===== config.mk =====
export PLATFORM = sky130hd
export DESIGN_NAME = redirect_ctrl
export DESIGN_NICKNAME = d
export VERILOG_FILES = /design/src/rtl/redirect_ctrl.sv
export SDC_FILE = /design/constraint.sdc
export NUM_CORES = 1
export LEC_CHECK = 0
export ABC_AREA = 1
export CORE_MARGIN = 4
export CORE_UTILIZATION = 40
export DETAILED_ROUTE_END_ITERATION = 8
export GPL_TIMING_DRIVEN = 0
export MAX_ROUTING_LAYER = met4
export SLEW_MARGIN = 20
export SYNTH_ARGS = -nofsm -noshare
export SYNTH_HDL_FRONTEND = slang
export SYNTH_SLANG_ARGS = --single-unit

===== constraint.sdc =====
create_clock -name clk -period 1.91 [get_ports clk]
set_input_delay 0.382 -clock clk [delete_from_list [all_inputs] [get_ports clk]]
set_output_delay 0.382 -clock clk [all_outputs]
set_load 0.005 [all_outputs]

===== src/rtl/redirect_ctrl.sv =====
// Operand forwarding and load-use hazard control for the five-stage pipeline.
// Tracks EX/MEM/WB destination info and drives the ID-stage operand mux selects.
module redirect_ctrl #(
    parameter int RW = 5,
    parameter int CW = 16
) (
    input  logic          clk,
    input  logic          rst_n,
    input  logic [RW-1:0] id_rs,
    input  logic [RW-1:0] id_rt,
    input  logic          id_rs_used,
    input  logic          id_rt_used,
    input  logic [RW-1:0] id_wr_reg,
    input  logic          id_reg_write,
    input  logic          id_mem_read,
    input  logic          flush,
    input  logic          halt,
    output logic [1:0]    fwd_a_sel,
    output logic [1:0]    fwd_b_sel,
    output logic          fwd_a_zero,
    output logic          fwd_b_zero,
    output logic          stall,
    output logic [CW-1:0] stall_cnt
);

    logic          ex_v;
    logic          ex_ld;
    logic [RW-1:0] ex_rd;
    logic          mem_v;
    logic [RW-1:0] mem_rd;
    logic          wb_v;
    logic [RW-1:0] wb_rd;
    logic          hazard;

    // A load in EX cannot be forwarded yet; its match selects 00 (the instruction stalls).
    function automatic logic [1:0] fwd_sel(
        input logic [RW-1:0] src,
        input logic          used,
        input logic          e_v,
        input logic          e_ld,
        input logic [RW-1:0] e_rd,
        input logic          m_v,
        input logic [RW-1:0] m_rd,
        input logic          w_v,
        input logic [RW-1:0] w_rd
    );
        logic [1:0] sel;
        sel = 2'b00;
        if (used) begin
            if (e_v && e_rd == src)
                sel = e_ld ? 2'b00 : 2'b01;
            else if (m_v && m_rd == src)
                sel = 2'b10;
            else if (w_v && w_rd == src)
                sel = 2'b11;
        end
        return sel;
    endfunction

    function automatic logic [CW-1:0] sat_inc(input logic [CW-1:0] c);
        logic [CW-1:0] r;
        r = (c == {CW{1'b1}}) ? c : c + CW'(1);
        return r;
    endfunction

    always_comb begin
        fwd_a_sel  = fwd_sel(id_rs, id_rs_used, ex_v, ex_ld, ex_rd, mem_v, mem_rd, wb_v, wb_rd);
        fwd_b_sel  = fwd_sel(id_rt, id_rt_used, ex_v, ex_ld, ex_rd, mem_v, mem_rd, wb_v, wb_rd);
        fwd_a_zero = ~id_rs_used;
        fwd_b_zero = ~id_rt_used;
        hazard     = ex_v & ex_ld & ((id_rs_used & (ex_rd == id_rs)) |
                                     (id_rt_used & (ex_rd == id_rt)));
        stall      = hazard & ~flush;
    end

    always_ff @(posedge clk or negedge rst_n) begin
        if (!rst_n) begin
            ex_v      <= 1'b0;
            ex_ld     <= 1'b0;
            ex_rd     <= '0;
            mem_v     <= 1'b0;
            mem_rd    <= '0;
            wb_v      <= 1'b0;
            wb_rd     <= '0;
            stall_cnt <= '0;
        end else if (!halt) begin
            wb_v   <= mem_v;
            wb_rd  <= mem_rd;
            mem_v  <= ex_v;
            mem_rd <= ex_rd;
            if (stall || flush) begin
                ex_v  <= 1'b0;
                ex_ld <= 1'b0;
                ex_rd <= '0;
            end else begin
                ex_v  <= id_reg_write & (id_wr_reg != '0);
                ex_ld <= id_mem_read;
                ex_rd <= id_wr_reg;
            end
            if (stall)
                stall_cnt <= sat_inc(stall_cnt);
        end
    end

endmodule

=== Word level (Yosys, flattened, before mapping) ===
Cells that the tools add are included.

* Flip-flop bits (word level): 35
* Input bits: 23
* Output and inout port bits: 23
* Logic and storage cells: 49

* $add $sub $neg: 1
* Eq/ne operators: 7
* Mux-type cells: 12
* Bitwise gates (word level): 12
* Reductions and logical operators: 9

{| class="wikitable"
|+ Operators by type and width
! cell !! count
|-
| == test 5 bit || 6
|-
| adder 16 x 1 -> 16 bit, second input constant || 1
|-
| == test 16 bit, second input constant || 1
|-
| two-way mux 2 bit || 8
|-
| AND 1 bit || 6
|-
| logical AND 1 bit || 6
|-
| two-way mux 5 bit || 1
|-
| NOT 1 bit || 5
|-
| nonzero test 5 bit || 1
|-
| two-way mux 1 bit || 3
|-
| AND reduction 3 bit || 1
|-
| logical OR 1 bit || 1
|-
| bitwise OR 1 bit || 1
|}

=== Logic depth before layout (Yosys ltp) ===
Gate-level depths: netlist of run 1.

* Word-level depth: 7
* Depth in mapped cells: 12
* Depth with buffers taken out: 11

=== Least setup slack after synthesis of run 1 ===
No wires, ideal clock.

* Kind: input to output
* Start point: in id_rs[3]
* End point: out stall
* Data arrival time: 1.127 ns
* Data required time: 1.528 ns
* Setup slack: 0.401 ns
* Cell stages on the path: 8
* Buffers on the path: 0
* Cells stage by stage: inv_1 -> nand2_1 -> nand2_1 -> nor2_2 -> nand2_2 -> nor2_2 -> nand3_2 -> a21oi_1

* Cells in the longest elaborated chain, start to end: 5

{| class="wikitable"
|+ Ends and longest elaborated chain
! what !! RTL line !! RTL
|-
| start, declared || 9 || <nowiki>input logic [RW-1:0] id_rs,</nowiki>
|-
| == test 5 bit || 71 || <nowiki>hazard = ex_v & ex_ld & ((id_rs_used & (ex_rd == id_rs)) |</nowiki>
|-
| AND 1 bit || 71 ||
|-
| bitwise OR 1 bit || 71 ||
|-
| AND 1 bit || 71 ||
|-
| AND 1 bit || 73 || <nowiki>stall = hazard & ~flush;</nowiki>
|-
| end, declared || 22 || <nowiki>output logic stall,</nowiki>
|}

No other way between the ends.

=== Final worst setup path of run 1 ===
* Start point: reg wb_rd[4]
* End point: out fwd_a_sel[0]

* Cells in the longest elaborated chain, start to end: 6

{| class="wikitable"
|+ Ends and longest elaborated chain
! what !! RTL line !! RTL
|-
| start, declared || 32 || <nowiki>logic [RW-1:0] wb_rd;</nowiki>
|-
| start signal, assigned || 88 || <nowiki>wb_rd <= mem_rd;</nowiki>
|-
| == test 5 bit || 54 || <nowiki>else if (w_v && w_rd == src)</nowiki>
|-
| logical AND 1 bit || 54 ||
|-
| two-way mux 2 bit || 54 ||
|-
| two-way mux 2 bit || 52 || <nowiki>else if (m_v && m_rd == src)</nowiki>
|-
| two-way mux 2 bit || 50 || <nowiki>if (e_v && e_rd == src)</nowiki>
|-
| two-way mux 2 bit || 49 || <nowiki>if (used) begin</nowiki>
|-
| end, declared || 18 || <nowiki>output logic [1:0] fwd_a_sel,</nowiki>
|}

No other way between the ends.

==> results of run 1 <==
## worst max-delay path, cell delays in order (launching register included)
cell      delay [ns]
dfrtp_1         0.41
xor2_1          0.18
nor3_2          0.25
buf_4           0.15
nand3b_1        0.08
a21oi_2         0.14
buf_2           0.13
## worst max path at each step
stage	from	to	depth (start not counted)	slack [ns]
finish	wb_rd[4]	fwd_a_sel[0]	6	-0.1
detailed placement	id_rs[1]	stall	10	-0.82
global route	wb_rd[4]	fwd_a_sel[0]	6	-0.18
CTS	wb_rd[2]	fwd_a_sel[0]	6	-0.12
global placement	id_rs[1]	stall	10	-0.83
floorplan	id_rs[3]	stall	8	0.40
## final cells by class
type | count | area, sq um | share of cell area [%]
Clock inverter | 2 | 35.0 | 1.10
Inverter | 49 | 184 | 5.79
Tap cell | 72 | 90.1 | 2.83
Sequential cell | 35 | 878 | 27.6
Clock buffer | 6 | 82.6 | 2.60
Buffer | 5 | 38.8 | 1.22
Multi-Input combinational cell | 235 | 1310 | 41.1
Timing Repair Buffer | 63 | 562 | 17.7
## per-layer routing
layer	track usage, %	vias up
li1	-	1184
met1	22.6	1064
met2	35.1	57
met3	4.37	15
met4	6.54	0
met5	-	-
## power breakdown
group | switching [uW] | total, uW | internal (uW)
clock | 284 | 706 | 423
combinational | 209 | 373 | 163
sequential | 43.1 | 825 | 782
total | 536 | 1900 | 1370
## synthesized netlist by cell type
library cell,n
a21oi_1,11
buf_12,1
clkbuf_1,3
clkbuf_4,1
clkinv_1,1
dfrtp_1,35
ha_1,1
inv_1,41
inv_2,7
nand2_1,108
nand2_2,2
nand2_4,1
nand2b_1,2
nand3_1,17
nand3_2,2
nand3b_1,3
nand4_1,11
nand4_2,1
nor2_1,17
nor2_2,5
nor3_1,4
nor4_1,1
o2111ai_1,2
o211ai_1,1
o21ai_0,15
o21ai_1,1
o21ai_4,1
o22ai_1,13
xnor2_1,6
xor2_1,9
## flip-flops by register name, summed over array words and instances, names as in the netlist
name / count
stall_cnt: 16
ex_rd: 5
mem_rd: 5
wb_rd: 5
ex_ld: 1
ex_v: 1
mem_v: 1
wb_v: 1
## cell families (layout without fill, tap and decap cells)
group           count (synthesis)  in the layout
fa+ha+maj                       1              1
buf+inv                        54            125
simple gates                  174            175
flops                          35             35
compound gates                 44             44
xor+xnor                       15             15
## per-stage QoR
step	TNS (ns)	hold slack [ns]	setup WS, ns	util (%)
global route	-0.654	0.475	-0.175	57.7
detailed placement	-9.62	0.235	-0.825	51.4
CTS	-0.231	0.454	-0.123	56.2
finish	-0.199	0.451	-0.0980	57.7
global placement	-25.59	0.464	-0.828	51.1
floorplan	0	0.0864	0.401	-
## repair_timing
item | in CTS | in global routing
setup endpoints to repair | 5 | 15
hold endpoints to repair | 5 | 0
resized for setup | 61 | 10
cloned | 0 | 1
hold buffers | 1 | 0
buffers inserted | 10 | 6
pin swaps | 16 | 8
## cells in the final DEF (no fill, tap or decap), types with 6 or more instances in the layout
cell type / netlist / layout
clkbuf_8: 0 / 6
nand4_1: 11 / 11
nand2_1: 108 / 106
a21oi_1: 11 / 6
buf_2: 0 / 6
o21ai_0: 15 / 14
o22ai_1: 13 / 13
dlygate4sd2_1: 0 / 6
inv_2: 7 / 13
nor2_1: 17 / 15
clkdlybuf4s50_1: 0 / 28
nand3_1: 17 / 15
inv_1: 41 / 35
buf_4: 0 / 16
xor2_1: 9 / 8
dfrtp_1: 35 / 33
==> out/metrics.csv, run 1 <==
stage,metric,value,unit
logic_synthesis,syn_area_per_cell,7.03,sq um
final_layout,n_diodes,0,
power,power per cell area,599,nW/um^2
timing,Tmin final,2.01,ns
logic_synthesis,Yosys Warn Count,0,
floorplanning,Die W,83.4,microns
timing,final setup violation count,4,
timing,Slew HR,64.1,%
routing,drt first pass iters,4,
logic_synthesis,XOR/XNOR Fraction of Synth Area,5.78,%
power,total power,1900,uW
timing,slew at the pin closest to its max-slew limit,0.538,ns
placement,Cells after DPL,441,
logic_synthesis,Synth Area in Adders,0.551,%
placement,DPL Wire Length,4830,microns
worst_setup_path,Critical Path AT,1.63,ns
run_status,outcome,finished with violations,
cts,Root Buffer,clkbuf_8,
run_status,failing checks,setup timing,
logic_synthesis,Yosys reg bits,35,
worst_setup_path,Worst Reg-to-Reg Cells,13,
floorplanning,Top Ports,46,
worst_hold_path,HP Class,in2async,
cts,Num Clock Sinks,35,
logic_synthesis,mux share of post-synthesis cell area,0,%
timing,RSZ-0062 raised after global routing,yes,
worst_setup_path,"Worst Path Class, Setup",reg2out,
worst_setup_path,FF-to-FF End,stall_cnt[7],
logic_synthesis,Mapped Area,2270,sq um
cts,CTS tree,built,
routing,vias per cell,4.97,
logic_synthesis,top-area cell type share of the netlist area,38.5,%
placement,routability cong.,0.826,
timing,worst setup margin,-0.0980,ns
routing,drt total wl,6560,microns
floorplanning,CORE AREA,5510,sq um
timing,Tcrit/Tclk final,105,%
power,Leak,0.00150,uW
job,max cap viols,0,
cts,H-tree levels,2,
worst_setup_path,maximum fanout along the worst path,3,
floorplanning,Starting Density,41.3,%
grt,gr usage total,20.1,%
cts,Clock transition at path regs,0.08,ns
logic_synthesis,post-synthesis cell type count,30,
grt,initial antenna violation count,0,
routing,Final ANT Viol Nets,0,
logic_synthesis,Compound-Gate Fraction of Synth Area,11.3,%
grt,first-pass GRT wire length,11000,microns
logic_synthesis,register area share after synthesis,38.5,%
cts,clk_lat worst skew,0.29,ns
logic_synthesis,largest area contributor in the netlist,dfrtp_1,
grt,grt ovf,0,
logic_synthesis,syn_nets,347,
placement,PortBufs,45,
cts,clock buffer depth,2,
floorplanning,Die Y,83.4,microns
placement,Area after DPL,2830,sq um
worst_setup_path,Worst EP required,1.53,ns
worst_setup_path,FF-to-FF setup slack,0.14,ns
timing,Final Skew,0.00653,ns
final_layout,cell area after layout,3180,sq um
routing,met1 wire length,2800,microns
cts,number of buffers created by CTS,5,
routing,Iter 0 DRT Violations,87,
timing,Final Hold Viols,0,
power,peak supply drop,0.336,mV
final_layout,Nets,418,
final_layout,Fillers,547,
final_layout,ratio of cells with drive above 1 in the final layout,20.5,%
timing,Pins Over Slew Limit,0,
final_layout,fin cells,467,
routing,met3 wire len,264,microns
logic_synthesis,main combinational cell family by area after synthesis,simple AND/OR/NAND/NOR gates,
grt,vias in the first global route,2359,
floorplanning,Cell Rows,27,
timing,fmax,0.498,GHz
logic_synthesis,Simple-Gate Fraction of Synth Area,34.0,%
routing,WL met2,3360,microns
worst_setup_path,startpoint types,register,
logic_synthesis,Synth Instances,323,
final_layout,area grow syn2layout,39.9,%
worst_setup_path,Worst R2R Start,ex_rd[2],
worst_setup_path,Critical Path End Type,output port,
routing,number of remaining DRC errors,0,
routing,WL/cell,14.1,microns
grt,largest net degree at the start of global routing,31,
routing,top sig layer,met4,
routing,routed via count,2320,
floorplanning,die area,6950,sq um
logic_synthesis,ranking of synthesized cells by area,"dfrtp_1 (39%), nand2_1 (18%), inv_1 (6.8%), nand3_1 (3.7%), o22ai_1 (3.6%)",
Power figures use the tool's default switching activity.
==> inputs of run 2 (changes only) <==
--- a/config.mk
+++ b/config.mk
@@ -8,6 +8,7 @@
 export ABC_AREA = 1
 export CORE_MARGIN = 4
 export CORE_UTILIZATION = 40
+export CTS_CLUSTER_DIAMETER = 120
 export DETAILED_ROUTE_END_ITERATION = 8
 export GPL_TIMING_DRIVEN = 0
 export MAX_ROUTING_LAYER = met4
==> results of run 2 <==
The final DEF is identical to that of run 1; final timing and power are the same.
==> inputs of run 3 (changes only) <==
--- a/config.mk
+++ b/config.mk
@@ -11,7 +11,9 @@
 export CTS_CLUSTER_DIAMETER = 120
 export DETAILED_ROUTE_END_ITERATION = 8
 export GPL_TIMING_DRIVEN = 0
+export HOLD_SLACK_MARGIN = 0.05
 export MAX_ROUTING_LAYER = met4
+export RECOVER_POWER = 50
 export SLEW_MARGIN = 20
 export SYNTH_ARGS = -nofsm -noshare
 export SYNTH_HDL_FRONTEND = slang
==> out/metrics.csv, run 3 (synthesis results as in run 1) <==
stage,metric,value,unit
cts,CTS tree,built,
floorplanning,CORE AREA,5510,sq um
timing,Slew HR,48.0,%
cts,Clock transition at path regs,0.08,ns
worst_setup_path,"Worst Path Class, Setup",reg2out,
grt,first-pass GRT wire length,11000,microns
routing,drt total wl,6560,microns
routing,number of remaining DRC errors,0,
timing,Final Skew,0.00653,ns
power,peak supply drop,0.336,mV
grt,met3 GRT Util,4.37,%
power,power per cell area,602,nW/um^2
grt,vias in the first global route,2359,
final_layout,Largest Register,stall_cnt,
run_status,outcome,finished with violations,
timing,Tcrit/Tclk final,106,%
final_layout,max reg flops,16,
grt,met1 Use GR,22.6,%
timing,Final Hold Viols,0,
cts,Root Buffer,clkbuf_8,
routing,WL/cell,14.1,microns
final_layout,Nets,418,
final_layout,"commonest cells after routing, fill and taps aside","nand2_1 (106), inv_1 (35), dfrtp_1 (33)",
timing,slew at the pin closest to its max-slew limit,0.780,ns
grt,GRT met2 Usage,35.1,%
floorplanning,Top Ports,46,
placement,setup slack at placement,-0.825,ns
run_status,failing checks,setup timing,
worst_setup_path,Critical Path AT,1.64,ns
floorplanning,Die W,83.4,microns
timing,RSZ-0062 raised after global routing,yes,
grt,gr usage total,20.1,%
final_layout,"commonest non-fill, non-tap cell in the layout",nand2_1,
timing,final setup violation count,4,
worst_setup_path,Critical Path End Type,output port,
timing,worst setup margin,-0.107,ns
grt,grt ovf,0,
floorplanning,Starting Density,41.3,%
final_layout,n_diodes,0,
job,max cap viols,0,
timing,fmax,0.496,GHz
cts,H-tree levels,2,
cts,Num Clock Sinks,35,
grt,initial antenna violation count,0,
worst_hold_path,HP Class,in2async,
placement,PortBufs,45,
worst_setup_path,maximum fanout along the worst path,3,
cts,number of buffers created by CTS,5,
routing,Final ANT Viol Nets,0,
final_layout,ratio of cells with drive above 1 in the final layout,20.3,%
cts,clock buffer depth,2,
floorplanning,Cell Rows,27,
routing,Iter 0 DRT Violations,92,
power,Leak,0.00148,uW
routing,drt first pass iters,4,
cts,clk_lat worst skew,0.29,ns
placement,routability cong.,0.826,
routing,routed via count,2319,
grt,busiest layer in global routing,met2,
timing,setup_tns,-0.204,ns
final_layout,area grow syn2layout,38.8,%
routing,vias per cell,4.97,
worst_setup_path,startpoint types,register,
placement,DPL Wire Length,4830,microns
timing,Pins Over Slew Limit,0,
worst_setup_path,Worst EP required,1.53,ns
timing,Tmin final,2.02,ns
grt,largest net degree at the start of global routing,31,
floorplanning,Die Y,83.4,microns
floorplanning,die area,6950,sq um
[run 3: changes by cell type in the layout (fill, tap and decap cells not counted)]
cell             previous run  this run
clkbuf_2                    1         2
dlygate4sd3_1               1         2
clkdlybuf4s50_1            28        27
buf_12                      2         1
buf_2                       6         5
clkbuf_1                    3         5
dlymetal6s2s_1              1         0
[run 3: path summary, 6_finish.rpt]
check	from	to	slack, ns	depth (start not counted)
hold / removal	rst_n	wb_rd[2]	0.49	2
setup / recovery	wb_rd[4]	fwd_a_sel[0]	-0.11	6
hold reg to reg	ex_ld	ex_ld	0.49	2
max in group asynchronous	rst_n	ex_rd[4]	0.31	3
setup reg to reg	ex_rd[2]	stall_cnt[7]	0.14	13
min in group clk	ex_ld	ex_ld	0.49	2
[run 3: area by class of cell]
class | instances | area [sq um]
Fill cell | 552 | 2350
Inverter | 49 | 184
Multi-Input combinational cell | 235 | 1310
Tap cell | 72 | 90.1
Timing Repair Buffer | 63 | 537
Sequential cell | 35 | 878
Clock buffer | 6 | 82.6
Buffer | 5 | 38.8
Clock inverter | 2 | 35.0
[run 3: power by group]
part           switching (uW)  internal (uW)  total (uW)
clock                     284            423         706
sequential               42.9            782         825
combinational             209            158         367
total                     535           1360        1900
[run 3: per-stage QoR]
stage	hold slack [ns]	utilization (%)	power, uW	cell area, sq um	std cells
after floorplan	0.0864	-	990	2270	323
after global placement	0.464	51.1	1130	2810	440
after detailed placement	0.235	51.4	1140	2830	441
after CTS	0.454	56.2	1900	3090	460
after global routing	0.525	57.3	2000	3150	467
final	0.490	57.3	1900	3150	467
[run 3: repair_timing]
item | CTS | global route
setup buffers | 10 | 6
pin swaps | 16 | 8
resized for setup | 61 | 10
hold buffers | 1 | 0
cloned | 0 | 1
setup endpoints to repair | 5 | 15
hold endpoints to repair | 5 | 0
[run 3: layer usage]
metal  up-vias  share of wire, %
met5         -                 0
met2        57                51
met4         0               2.0
met3        15               3.9
li1       1184                 -
met1      1063                43
[run 3: worst max-delay path, stage by stage (launching register included)]
cell and delay [ns]:
dfrtp_1 0.41, xor2_1 0.18, nor3_2 0.26, buf_4 0.15, nand3b_1 0.09, a21oi_2 0.14, buf_2 0.13
